## src/rtl/mem_ops_pkg.sv

```systemverilog
// Shared definitions for the MEM-stage data-memory access path.
// Contents: load/store op codes, byte-enable constants, the access FSM
// state encoding and a helper that maps an op code to its access size.
// Op codes 101..111 are not defined and behave as word accesses.
package mem_ops_pkg;

    localparam logic [2:0] OP_W  = 3'b000;   // word
    localparam logic [2:0] OP_BU = 3'b001;   // byte, zero-extended later
    localparam logic [2:0] OP_B  = 3'b010;   // byte, sign-extended later
    localparam logic [2:0] OP_HU = 3'b011;   // half, zero-extended later
    localparam logic [2:0] OP_H  = 3'b100;   // half, sign-extended later

    localparam logic [3:0] BE_WORD    = 4'b1111;
    localparam logic [3:0] BE_HALF_LO = 4'b0011;
    localparam logic [3:0] BE_HALF_HI = 4'b1100;
    localparam logic [3:0] BE_BYTE0   = 4'b0001;

    typedef enum logic [1:0] {
        ST_IDLE = 2'd0,
        ST_BUSY = 2'd1,
        ST_DONE = 2'd2
    } state_t;

    typedef enum logic [1:0] {
        SZ_WORD = 2'd0,
        SZ_HALF = 2'd1,
        SZ_BYTE = 2'd2
    } size_t;

    function automatic size_t op_size(input logic [2:0] op);
        case (op)
            OP_BU, OP_B: return SZ_BYTE;
            OP_HU, OP_H: return SZ_HALF;
            default:     return SZ_WORD;
        endcase
    endfunction

endpackage

```

## src/rtl/mem_access_unit_if.sv

```systemverilog
// Signal bundle between the MEM pipeline stage, the access unit and the
// data bus.
//   req_*      : access request from the pipeline (held while stall=1)
//   stall      : pipeline hold
//   bus_*      : req/ack data-bus transaction
//   ld_*       : captured load result for the downstream load extender
//   exc_*      : one-cycle exception pulses (misaligned load/store, bus timeout)
// Modports: slave = access unit, master = pipeline/bus environment.
interface mem_access_unit_if;

    logic        req_valid;
    logic        req_we;
    logic [2:0]  req_op;
    logic [31:0] req_addr;
    logic [31:0] req_wdata;
    logic        stall;

    logic        bus_req;
    logic        bus_we;
    logic [31:0] bus_addr;
    logic [3:0]  bus_be;
    logic [31:0] bus_wdata;
    logic [31:0] bus_rdata;
    logic        bus_ack;

    logic [31:0] ld_word;
    logic [1:0]  ld_a;
    logic [2:0]  ld_op;
    logic        ld_valid;

    logic        exc_adel;
    logic        exc_ades;
    logic        exc_bus;

    modport slave (
        input  req_valid, req_we, req_op, req_addr, req_wdata,
        input  bus_rdata, bus_ack,
        output stall,
        output bus_req, bus_we, bus_addr, bus_be, bus_wdata,
        output ld_word, ld_a, ld_op, ld_valid,
        output exc_adel, exc_ades, exc_bus
    );

    modport master (
        output req_valid, req_we, req_op, req_addr, req_wdata,
        output bus_rdata, bus_ack,
        input  stall,
        input  bus_req, bus_we, bus_addr, bus_be, bus_wdata,
        input  ld_word, ld_a, ld_op, ld_valid,
        input  exc_adel, exc_ades, exc_bus
    );

endinterface

```

## src/rtl/mem_access_unit_store_align.sv

```systemverilog
// store_align: combinational lane alignment for one access.
//   op_i        : access op code
//   addr_lo_i   : byte address bits [1:0]
//   wdata_i     : store data (low byte/half used for narrow stores)
//   we_i        : 1 = store, 0 = load
//   be_o        : byte enables (loads always read the full word)
//   lane_data_o : store data replicated across all byte lanes
//   misaligned_o: access violates its natural alignment
module store_align
    import mem_ops_pkg::*;
(
    input  logic [2:0]  op_i,
    input  logic [1:0]  addr_lo_i,
    input  logic [31:0] wdata_i,
    input  logic        we_i,
    output logic [3:0]  be_o,
    output logic [31:0] lane_data_o,
    output logic        misaligned_o
);

    size_t size;

    assign size = op_size(op_i);

    // Replicate the source data so every lane carries the right byte no
    // matter which lanes the byte enables select.
    for (genvar gi = 0; gi < 4; gi++) begin : g_lane
        assign lane_data_o[8*gi +: 8] =
            (size == SZ_BYTE) ? wdata_i[7:0] :
            (size == SZ_HALF) ? wdata_i[8*(gi % 2) +: 8] :
                                wdata_i[8*gi +: 8];
    end

    always_comb begin
        be_o         = BE_WORD;
        misaligned_o = 1'b0;
        case (size)
            SZ_HALF: begin
                misaligned_o = addr_lo_i[0];
                if (we_i) begin
                    be_o = addr_lo_i[1] ? BE_HALF_HI : BE_HALF_LO;
                end
            end
            SZ_BYTE: begin
                if (we_i) begin
                    be_o = BE_BYTE0 << addr_lo_i;
                end
            end
            default: begin
                misaligned_o = |addr_lo_i;
            end
        endcase
    end

endmodule

```

## src/rtl/mem_access_unit.sv

```systemverilog
// mem_access_unit: MEM-stage data-memory access controller.
// Turns pipeline load/store requests into req/ack bus transactions, stalls
// the pipeline until the access completes, flags misaligned accesses and
// bus timeouts, and hands the raw read word to the load extender.
// Ports:
//   clk   : system clock, all state on the rising edge
//   rst_n : asynchronous active-low reset
//   bus   : mem_access_unit_if.slave (request, stall, bus, load, exceptions)
// Parameter WAIT_MAX: BUSY cycles without bus_ack before a bus error.
module mem_access_unit
    import mem_ops_pkg::*;
#(
    parameter int WAIT_MAX = 255
) (
    input  logic                  clk,
    input  logic                  rst_n,
    mem_access_unit_if.slave      bus
);

    localparam logic [7:0] WAIT_LAST = 8'(WAIT_MAX - 1);

    state_t      state_q, state_d;
    logic [7:0]  cnt_q, cnt_d;
    logic        bus_req_q, bus_req_d;
    logic        bus_we_q, bus_we_d;
    logic [31:0] bus_addr_q, bus_addr_d;
    logic [3:0]  bus_be_q, bus_be_d;
    logic [31:0] bus_wdata_q, bus_wdata_d;
    logic [2:0]  op_q, op_d;          // op of the in-flight access
    logic [1:0]  a_q, a_d;            // address low bits of the in-flight access
    logic [31:0] ld_word_q, ld_word_d;
    logic [1:0]  ld_a_q, ld_a_d;
    logic [2:0]  ld_op_q, ld_op_d;
    logic        ld_valid_q, ld_valid_d;
    logic        exc_adel_q, exc_adel_d;
    logic        exc_ades_q, exc_ades_d;
    logic        exc_bus_q, exc_bus_d;

    logic [3:0]  al_be;
    logic [31:0] al_data;
    logic        al_misaligned;

    store_align u_store_align (
        .op_i        (bus.req_op),
        .addr_lo_i   (bus.req_addr[1:0]),
        .wdata_i     (bus.req_wdata),
        .we_i        (bus.req_we),
        .be_o        (al_be),
        .lane_data_o (al_data),
        .misaligned_o(al_misaligned)
    );

    // The DONE cycle is the one where the pipeline is released; misaligned
    // requests are reported as exceptions and never hold the pipeline.
    assign bus.stall = bus.req_valid & ~al_misaligned & (state_q != ST_DONE);

    always_comb begin
        state_d     = state_q;
        cnt_d       = cnt_q;
        bus_req_d   = bus_req_q;
        bus_we_d    = bus_we_q;
        bus_addr_d  = bus_addr_q;
        bus_be_d    = bus_be_q;
        bus_wdata_d = bus_wdata_q;
        op_d        = op_q;
        a_d         = a_q;
        ld_word_d   = ld_word_q;
        ld_a_d      = ld_a_q;
        ld_op_d     = ld_op_q;
        ld_valid_d  = 1'b0;
        exc_adel_d  = 1'b0;
        exc_ades_d  = 1'b0;
        exc_bus_d   = 1'b0;

        case (state_q)
            ST_IDLE: begin
                if (bus.req_valid) begin
                    if (al_misaligned) begin
                        exc_adel_d = ~bus.req_we;
                        exc_ades_d = bus.req_we;
                    end else begin
                        bus_req_d   = 1'b1;
                        bus_we_d    = bus.req_we;
                        bus_addr_d  = {bus.req_addr[31:2], 2'b00};
                        bus_be_d    = al_be;
                        bus_wdata_d = al_data;
                        op_d        = bus.req_op;
                        a_d         = bus.req_addr[1:0];
                        cnt_d       = '0;
                        state_d     = ST_BUSY;
                    end
                end
            end
            ST_BUSY: begin
                // An ack arriving on the final wait cycle still completes
                // the access, so it is tested before the timeout.
                if (bus.bus_ack) begin
                    bus_req_d = 1'b0;
                    if (!bus_we_q) begin
                        ld_word_d  = bus.bus_rdata;
                        ld_a_d     = a_q;
                        ld_op_d    = op_q;
                        ld_valid_d = 1'b1;
                    end
                    state_d = ST_DONE;
                end else if (cnt_q == WAIT_LAST) begin
                    bus_req_d = 1'b0;
                    exc_bus_d = 1'b1;
                    state_d   = ST_DONE;
                end else begin
                    cnt_d = cnt_q + 8'd1;
                end
            end
            ST_DONE: begin
                state_d = ST_IDLE;
            end
            default: begin
                state_d = ST_IDLE;
            end
        endcase
    end

    always_ff @(posedge clk or negedge rst_n) begin
        if (!rst_n) begin
            state_q     <= ST_IDLE;
            cnt_q       <= '0;
            bus_req_q   <= 1'b0;
            bus_we_q    <= 1'b0;
            bus_addr_q  <= '0;
            bus_be_q    <= '0;
            bus_wdata_q <= '0;
            op_q        <= '0;
            a_q         <= '0;
            ld_word_q   <= '0;
            ld_a_q      <= '0;
            ld_op_q     <= '0;
            ld_valid_q  <= 1'b0;
            exc_adel_q  <= 1'b0;
            exc_ades_q  <= 1'b0;
            exc_bus_q   <= 1'b0;
        end else begin
            state_q     <= state_d;
            cnt_q       <= cnt_d;
            bus_req_q   <= bus_req_d;
            bus_we_q    <= bus_we_d;
            bus_addr_q  <= bus_addr_d;
            bus_be_q    <= bus_be_d;
            bus_wdata_q <= bus_wdata_d;
            op_q        <= op_d;
            a_q         <= a_d;
            ld_word_q   <= ld_word_d;
            ld_a_q      <= ld_a_d;
            ld_op_q     <= ld_op_d;
            ld_valid_q  <= ld_valid_d;
            exc_adel_q  <= exc_adel_d;
            exc_ades_q  <= exc_ades_d;
            exc_bus_q   <= exc_bus_d;
        end
    end

    assign bus.bus_req   = bus_req_q;
    assign bus.bus_we    = bus_we_q;
    assign bus.bus_addr  = bus_addr_q;
    assign bus.bus_be    = bus_be_q;
    assign bus.bus_wdata = bus_wdata_q;
    assign bus.ld_word   = ld_word_q;
    assign bus.ld_a      = ld_a_q;
    assign bus.ld_op     = ld_op_q;
    assign bus.ld_valid  = ld_valid_q;
    assign bus.exc_adel  = exc_adel_q;
    assign bus.exc_ades  = exc_ades_q;
    assign bus.exc_bus   = exc_bus_q;

endmodule

```

## src/flat_wrapper.sv

```systemverilog
// flat-port wrapper written by rule: the top's interface ports become plain ports
module mem_access_unit_flat import mem_ops_pkg::*;
#(
    parameter int WAIT_MAX = 255
)
  (clk, rst_n, bus_req_valid, bus_req_we, bus_req_op, bus_req_addr, bus_req_wdata, bus_bus_rdata, bus_bus_ack, bus_stall, bus_bus_req, bus_bus_we, bus_bus_addr, bus_bus_be, bus_bus_wdata, bus_ld_word, bus_ld_a, bus_ld_op, bus_ld_valid, bus_exc_adel, bus_exc_ades, bus_exc_bus);
  mem_access_unit_if bus_i ();
  input  logic clk;
  input  logic rst_n;
  input wire logic [$bits(bus_i.req_valid)-1:0] bus_req_valid;
  input wire logic [$bits(bus_i.req_we)-1:0] bus_req_we;
  input wire logic [$bits(bus_i.req_op)-1:0] bus_req_op;
  input wire logic [$bits(bus_i.req_addr)-1:0] bus_req_addr;
  input wire logic [$bits(bus_i.req_wdata)-1:0] bus_req_wdata;
  input wire logic [$bits(bus_i.bus_rdata)-1:0] bus_bus_rdata;
  input wire logic [$bits(bus_i.bus_ack)-1:0] bus_bus_ack;
  output wire logic [$bits(bus_i.stall)-1:0] bus_stall;
  output wire logic [$bits(bus_i.bus_req)-1:0] bus_bus_req;
  output wire logic [$bits(bus_i.bus_we)-1:0] bus_bus_we;
  output wire logic [$bits(bus_i.bus_addr)-1:0] bus_bus_addr;
  output wire logic [$bits(bus_i.bus_be)-1:0] bus_bus_be;
  output wire logic [$bits(bus_i.bus_wdata)-1:0] bus_bus_wdata;
  output wire logic [$bits(bus_i.ld_word)-1:0] bus_ld_word;
  output wire logic [$bits(bus_i.ld_a)-1:0] bus_ld_a;
  output wire logic [$bits(bus_i.ld_op)-1:0] bus_ld_op;
  output wire logic [$bits(bus_i.ld_valid)-1:0] bus_ld_valid;
  output wire logic [$bits(bus_i.exc_adel)-1:0] bus_exc_adel;
  output wire logic [$bits(bus_i.exc_ades)-1:0] bus_exc_ades;
  output wire logic [$bits(bus_i.exc_bus)-1:0] bus_exc_bus;
  assign bus_i.req_valid = bus_req_valid;
  assign bus_i.req_we = bus_req_we;
  assign bus_i.req_op = bus_req_op;
  assign bus_i.req_addr = bus_req_addr;
  assign bus_i.req_wdata = bus_req_wdata;
  assign bus_i.bus_rdata = bus_bus_rdata;
  assign bus_i.bus_ack = bus_bus_ack;
  assign bus_stall = bus_i.stall;
  assign bus_bus_req = bus_i.bus_req;
  assign bus_bus_we = bus_i.bus_we;
  assign bus_bus_addr = bus_i.bus_addr;
  assign bus_bus_be = bus_i.bus_be;
  assign bus_bus_wdata = bus_i.bus_wdata;
  assign bus_ld_word = bus_i.ld_word;
  assign bus_ld_a = bus_i.ld_a;
  assign bus_ld_op = bus_i.ld_op;
  assign bus_ld_valid = bus_i.ld_valid;
  assign bus_exc_adel = bus_i.exc_adel;
  assign bus_exc_ades = bus_i.exc_ades;
  assign bus_exc_bus = bus_i.exc_bus;
  mem_access_unit #(.WAIT_MAX(WAIT_MAX)) u_core (.clk(clk), .rst_n(rst_n), .bus(bus_i));
endmodule
```

## config.mk

```make
export PLATFORM = sky130hd
export DESIGN_NAME = mem_access_unit_flat
export DESIGN_NICKNAME = d
export VERILOG_FILES = /design/src/rtl/mem_ops_pkg.sv /design/src/rtl/mem_access_unit_if.sv /design/src/rtl/mem_access_unit_store_align.sv /design/src/rtl/mem_access_unit.sv /design/src/flat_wrapper.sv
export SDC_FILE = /design/constraint.sdc
export NUM_CORES = 1
export LEC_CHECK = 0
export CAP_MARGIN = 20
export CORE_ASPECT_RATIO = 0.5
export CORE_MARGIN = 4
export CORE_UTILIZATION = 46
export DETAILED_ROUTE_END_ITERATION = 10
export PLACE_DENSITY_LB_ADDON = 0.1
export SETUP_SLACK_MARGIN = 0.02
export SYNTH_ARGS = -nofsm -noshare
export SYNTH_HDL_FRONTEND = slang
export SYNTH_SLANG_ARGS = --single-unit
```

## constraint.sdc

```tcl
create_clock -name clk -period 3.1 [get_ports clk]
set_clock_uncertainty 0.2 [all_clocks]
set_input_delay 0.62 -clock clk [delete_from_list [all_inputs] [get_ports clk]]
set_output_delay 0.62 -clock clk [all_outputs]
set_load 0.005 [all_outputs]
```

==> impl_metrics.csv <==
group,metric,value,unit
sta,post-route-period-util,96.18,%
synthesis,synth_top_cell_by_area,"dfrtp_1",
critical_path,rr_endpoint,"u_core.cnt_q[6]",
routing,postRouteAntennaNets,0,
hold_path,hp-class,"in2async",
cells_and_area,regArea,0.003103,mm²
sta,finalSetupViolCount,0,
cells_and_area,antennaDiodeCount,0,
sta,worst_slack,0.1184,ns
critical_path,cp_top_family,"buffers and inverters",
cts,root_buffer,"clkbuf_16",
power,ir_drop,0.5313,mV
sta,finalHoldViolations,0,
cells_and_area,fin_area,0.008285,mm²
synthesis,synth_top_cell_area_share,58.99,%
synthesis,async_reset_ff_share,100.0,%
critical_path,cp_cell_sequence,"dlygate4sd2_1, xor2_1, nand2b_4, inv_1, ha_4, a21oi_2, nor2_2, nor2_1, dlygate4sd2_1",
critical_path,r2r_start,"u_core.cnt_q[0]",
routing,vias_per_cell,4.983,
sta,layout_min_cycle_time,2.982,ns
cells_and_area,drive_above_1_share,22.27,%
critical_path,worstPathArrival,2.16,ns
cells_and_area,fillers,795,
critical_path,critPathCaptureType,"output pin",
synthesis,yosys_warnings,0,
cts,cts_tree,"yes",
cts,cts_htree_levels,4,
flow_run,maxCapViolCount,0,
cts,cts_made_buffers,17,
sta,setup_tns,0,ns
sta,fmax,335.4,MHz
cts,postCtsSetupBuffers,0,
global_route,overflow,0,
critical_path,cp-start-kind,"input pin",
floorplan,rows,27,
global_route,grt_max_degree,56,
synthesis,ys_types,40,
place,dp_hpwl,9900,µm
critical_path,max_stage_delay,0.28,ns
synthesis,ys_seq_area_share,58.99,%
synthesis,netlist_area,0.005260,mm²
cts,clkTransAtPathRegs,0.05,ns
cts,insertion_delay,0.40,ns
cells_and_area,multi_input_area,0.002039,mm²
sta,maxSlewHeadroom,53.93,%
sta,rsz0062_at_grt,"no",
critical_path,rr_worst_depth,7,
power,p_leak,3.643,nW
floorplan,die-area,0.01331,mm²
critical_path,critPathMaxFanout,4,
synthesis,ys_ff_latch,124,
cts,cts_buffer_depth,2,
floorplan,die_y,83.62,µm
synthesis,synth_area_leaders,"dfrtp_1 59%, mux2_2 15%, mux2i_1 4.6%",
power,p_per_area,938.5,mW/mm²
global_route,track_usage,20.95,%
cts,hold_buffers,0,
run_status,status,"completed",
critical_path,crit_buf_inv,3,
routing,drc,0,
routing,wire_per_inst,17.01,µm
synthesis,syn_inst,401,
routing,drtIter0Drc,124,
critical_path,critPathKind,"in2out",
global_route,grt_pass1_wl,22310,µm
floorplan,core-area,0.01108,mm²
critical_path,slowest_stage,"dlygate4sd2_1",
floorplan,die_w,159.2,µm
routing,wl,13390,µm
cells_and_area,synthToLayoutAreaGrowth,57.52,%
place,port_buffers,213,
floorplan,io_pins,216,
routing,via_count,3922,
critical_path,rrSetupSlack,0.94,ns
place,routabilityCongestion,0.7800,
routing,drt_pass1_iterations,5,
floorplan,initial_core_util,47.47,%
synthesis,synth_ff_type,"dfrtp_1",
critical_path,cpMostUsedCell,"dlygate4sd2_1",
place,place_ws,-0.4037,ns
critical_path,crit_required,2.28,ns
sta,worst_pin_slew,0.6864,ns
place,dpl_cell_area,0.007671,mm²
synthesis,synth-edff-count,0,
cts,clkSinkCount,124,
synthesis,avgSynthCellArea,13.12,µm²
sta,drv_slew,0,
global_route,antenna_found_initial,0,
cells_and_area,nNetsFinal,741,
global_route,grt_pass1_vias,4302,
worst reg2reg max path: cells and delay by family (launching register included):
family                     cells  cell delay, ns
buffers and inverters          2            0.13
AOI/OAI and AO/OA              2            0.72
adders and majority gates      1            0.14
DFF                            1            0.44
and+or+nand+nor                2            0.46
placed cells by master, fill, tap and decap left out, types with 3 or more instances in the layout:
cell type        synthesis  final
mux2i_1                 24     24
nor2b_1                  4      4
nor2_2                   1      3
a21o_1                   4      4
nand3_1                  7      7
nand2_1                 32     32
o21ai_0                 30     30
clkbuf_8                 0      3
a21oi_1                 16     15
buf_4                    5     17
dfrtp_1                124    124
nand2b_1                 5      4
mux2_4                  13     13
buf_12                   0      5
bufinv_16                0      3
dlygate4sd2_1            0      3
inv_1                    6      6
clkbuf_16                0     17
nor2_1                  14     12
mux2_2                  68     68
ha_1                     4      3
clkdlybuf4s50_1          0    208
flip-flops by register name, summed over array words and instances (netlist names), 2 cells and up:
| name | flops |
|---|---|
| u_core.cnt_q | 8 |
| u_core.bus.bus_addr | 30 |
| u_core.bus.ld_a | 2 |
| u_core.bus.ld_word | 32 |
| u_core.a_q | 2 |
| u_core.bus.bus_wdata | 32 |
| u_core.state_q | 2 |
| u_core.bus.bus_be | 4 |
| u_core.bus.ld_op | 3 |
| u_core.op_q | 3 |
per-layer routing:
layer | track usage, % | vias to the layer above | wire [µm]
met2 | 34.26 | 148 | 6304
met5 | 0 | - | 0
met1 | 24.67 | 1900 | 5562
met3 | 10.31 | 12 | 1386
li1 | - | 1862 | -
met4 | 6.063 | 0 | 137
where the power goes:
| part | internal [mW] | leakage [nW] | switching, mW | total, mW |
|---|---|---|---|---|
| combinational | 2.02 | 1.85 | 0.969 | 2.99 |
| sequential | 2.38 | 1.51 | 0.430 | 2.81 |
| clock | 1.31 | 0.287 | 0.668 | 1.98 |
synthesized netlist by cell type, types with 2 or more instances:
cell,number
mux2_4,13
clkbuf_1,3
o21ai_0,30
inv_1,6
a21o_1,4
nand2b_1,5
nand2_1,32
nor2_1,14
nor2b_1,4
buf_4,5
o2bb2ai_1,2
o31ai_1,2
o21ai_1,2
mux2i_1,24
mux2_2,68
ha_1,4
o31a_1,2
buf_2,11
a21oi_1,16
nor3b_2,3
buf_6,3
dfrtp_1,124
nand3_1,7
cell type report:
class / count / share of cell area, %
sequential: 124 / 37.45
timing repair buffer: 234 / 28.34
multi-input combinational: 249 / 24.61
clock buffer: 21 / 5.678
tap: 145 / 2.190
clock inverter: 7 / 1.404
inverter: 7 / 0.3171
stage by stage:
stage	cells	util (%)	total power, mW	hold slack [ns]
5_1_grt	787	74.77	8.260	0.1026
2_1_floorplan	402	-	3.929	0.1244
3_3_place_gp	759	69.23	5.754	0.2612
6_report	787	74.77	7.776	0.04913
4_1_cts	787	74.66	7.875	0.06941
3_5_place_dp	759	69.23	5.858	0.2691
how the worst max path moves through the flow:
stage / from / endpoint / slack, ns / depth (start not counted)
floorplan: bus_req_op[0] / u_core.bus.bus_addr[18] / 0.64 / 9
global placement: bus_req_op[0] / bus_stall / -0.37 / 8
detailed placement: bus_req_op[1] / bus_stall / -0.40 / 8
CTS: bus_req_op[2] / bus_stall / 0.06 / 8
global route: bus_req_op[0] / bus_stall / 0.04 / 9
finish: bus_req_op[0] / bus_stall / 0.12 / 9
kinds of logic after synthesis:
family	synth area share (%)
simple gates	7.065
compound gates	6.803
buf+inv	3.116
flops	58.99
xor+xnor	0.1665
mux	22.84
fa+ha+maj	0.9515
other cells	0.07129
repair_timing:
item                                    4_1_cts  5_1_grt
gates resized for setup                       6        3
cloned                                        0        0
pin swaps                                     0        2
endpoints found under the setup margin        1        1
(Power assumes the default switching activity.)
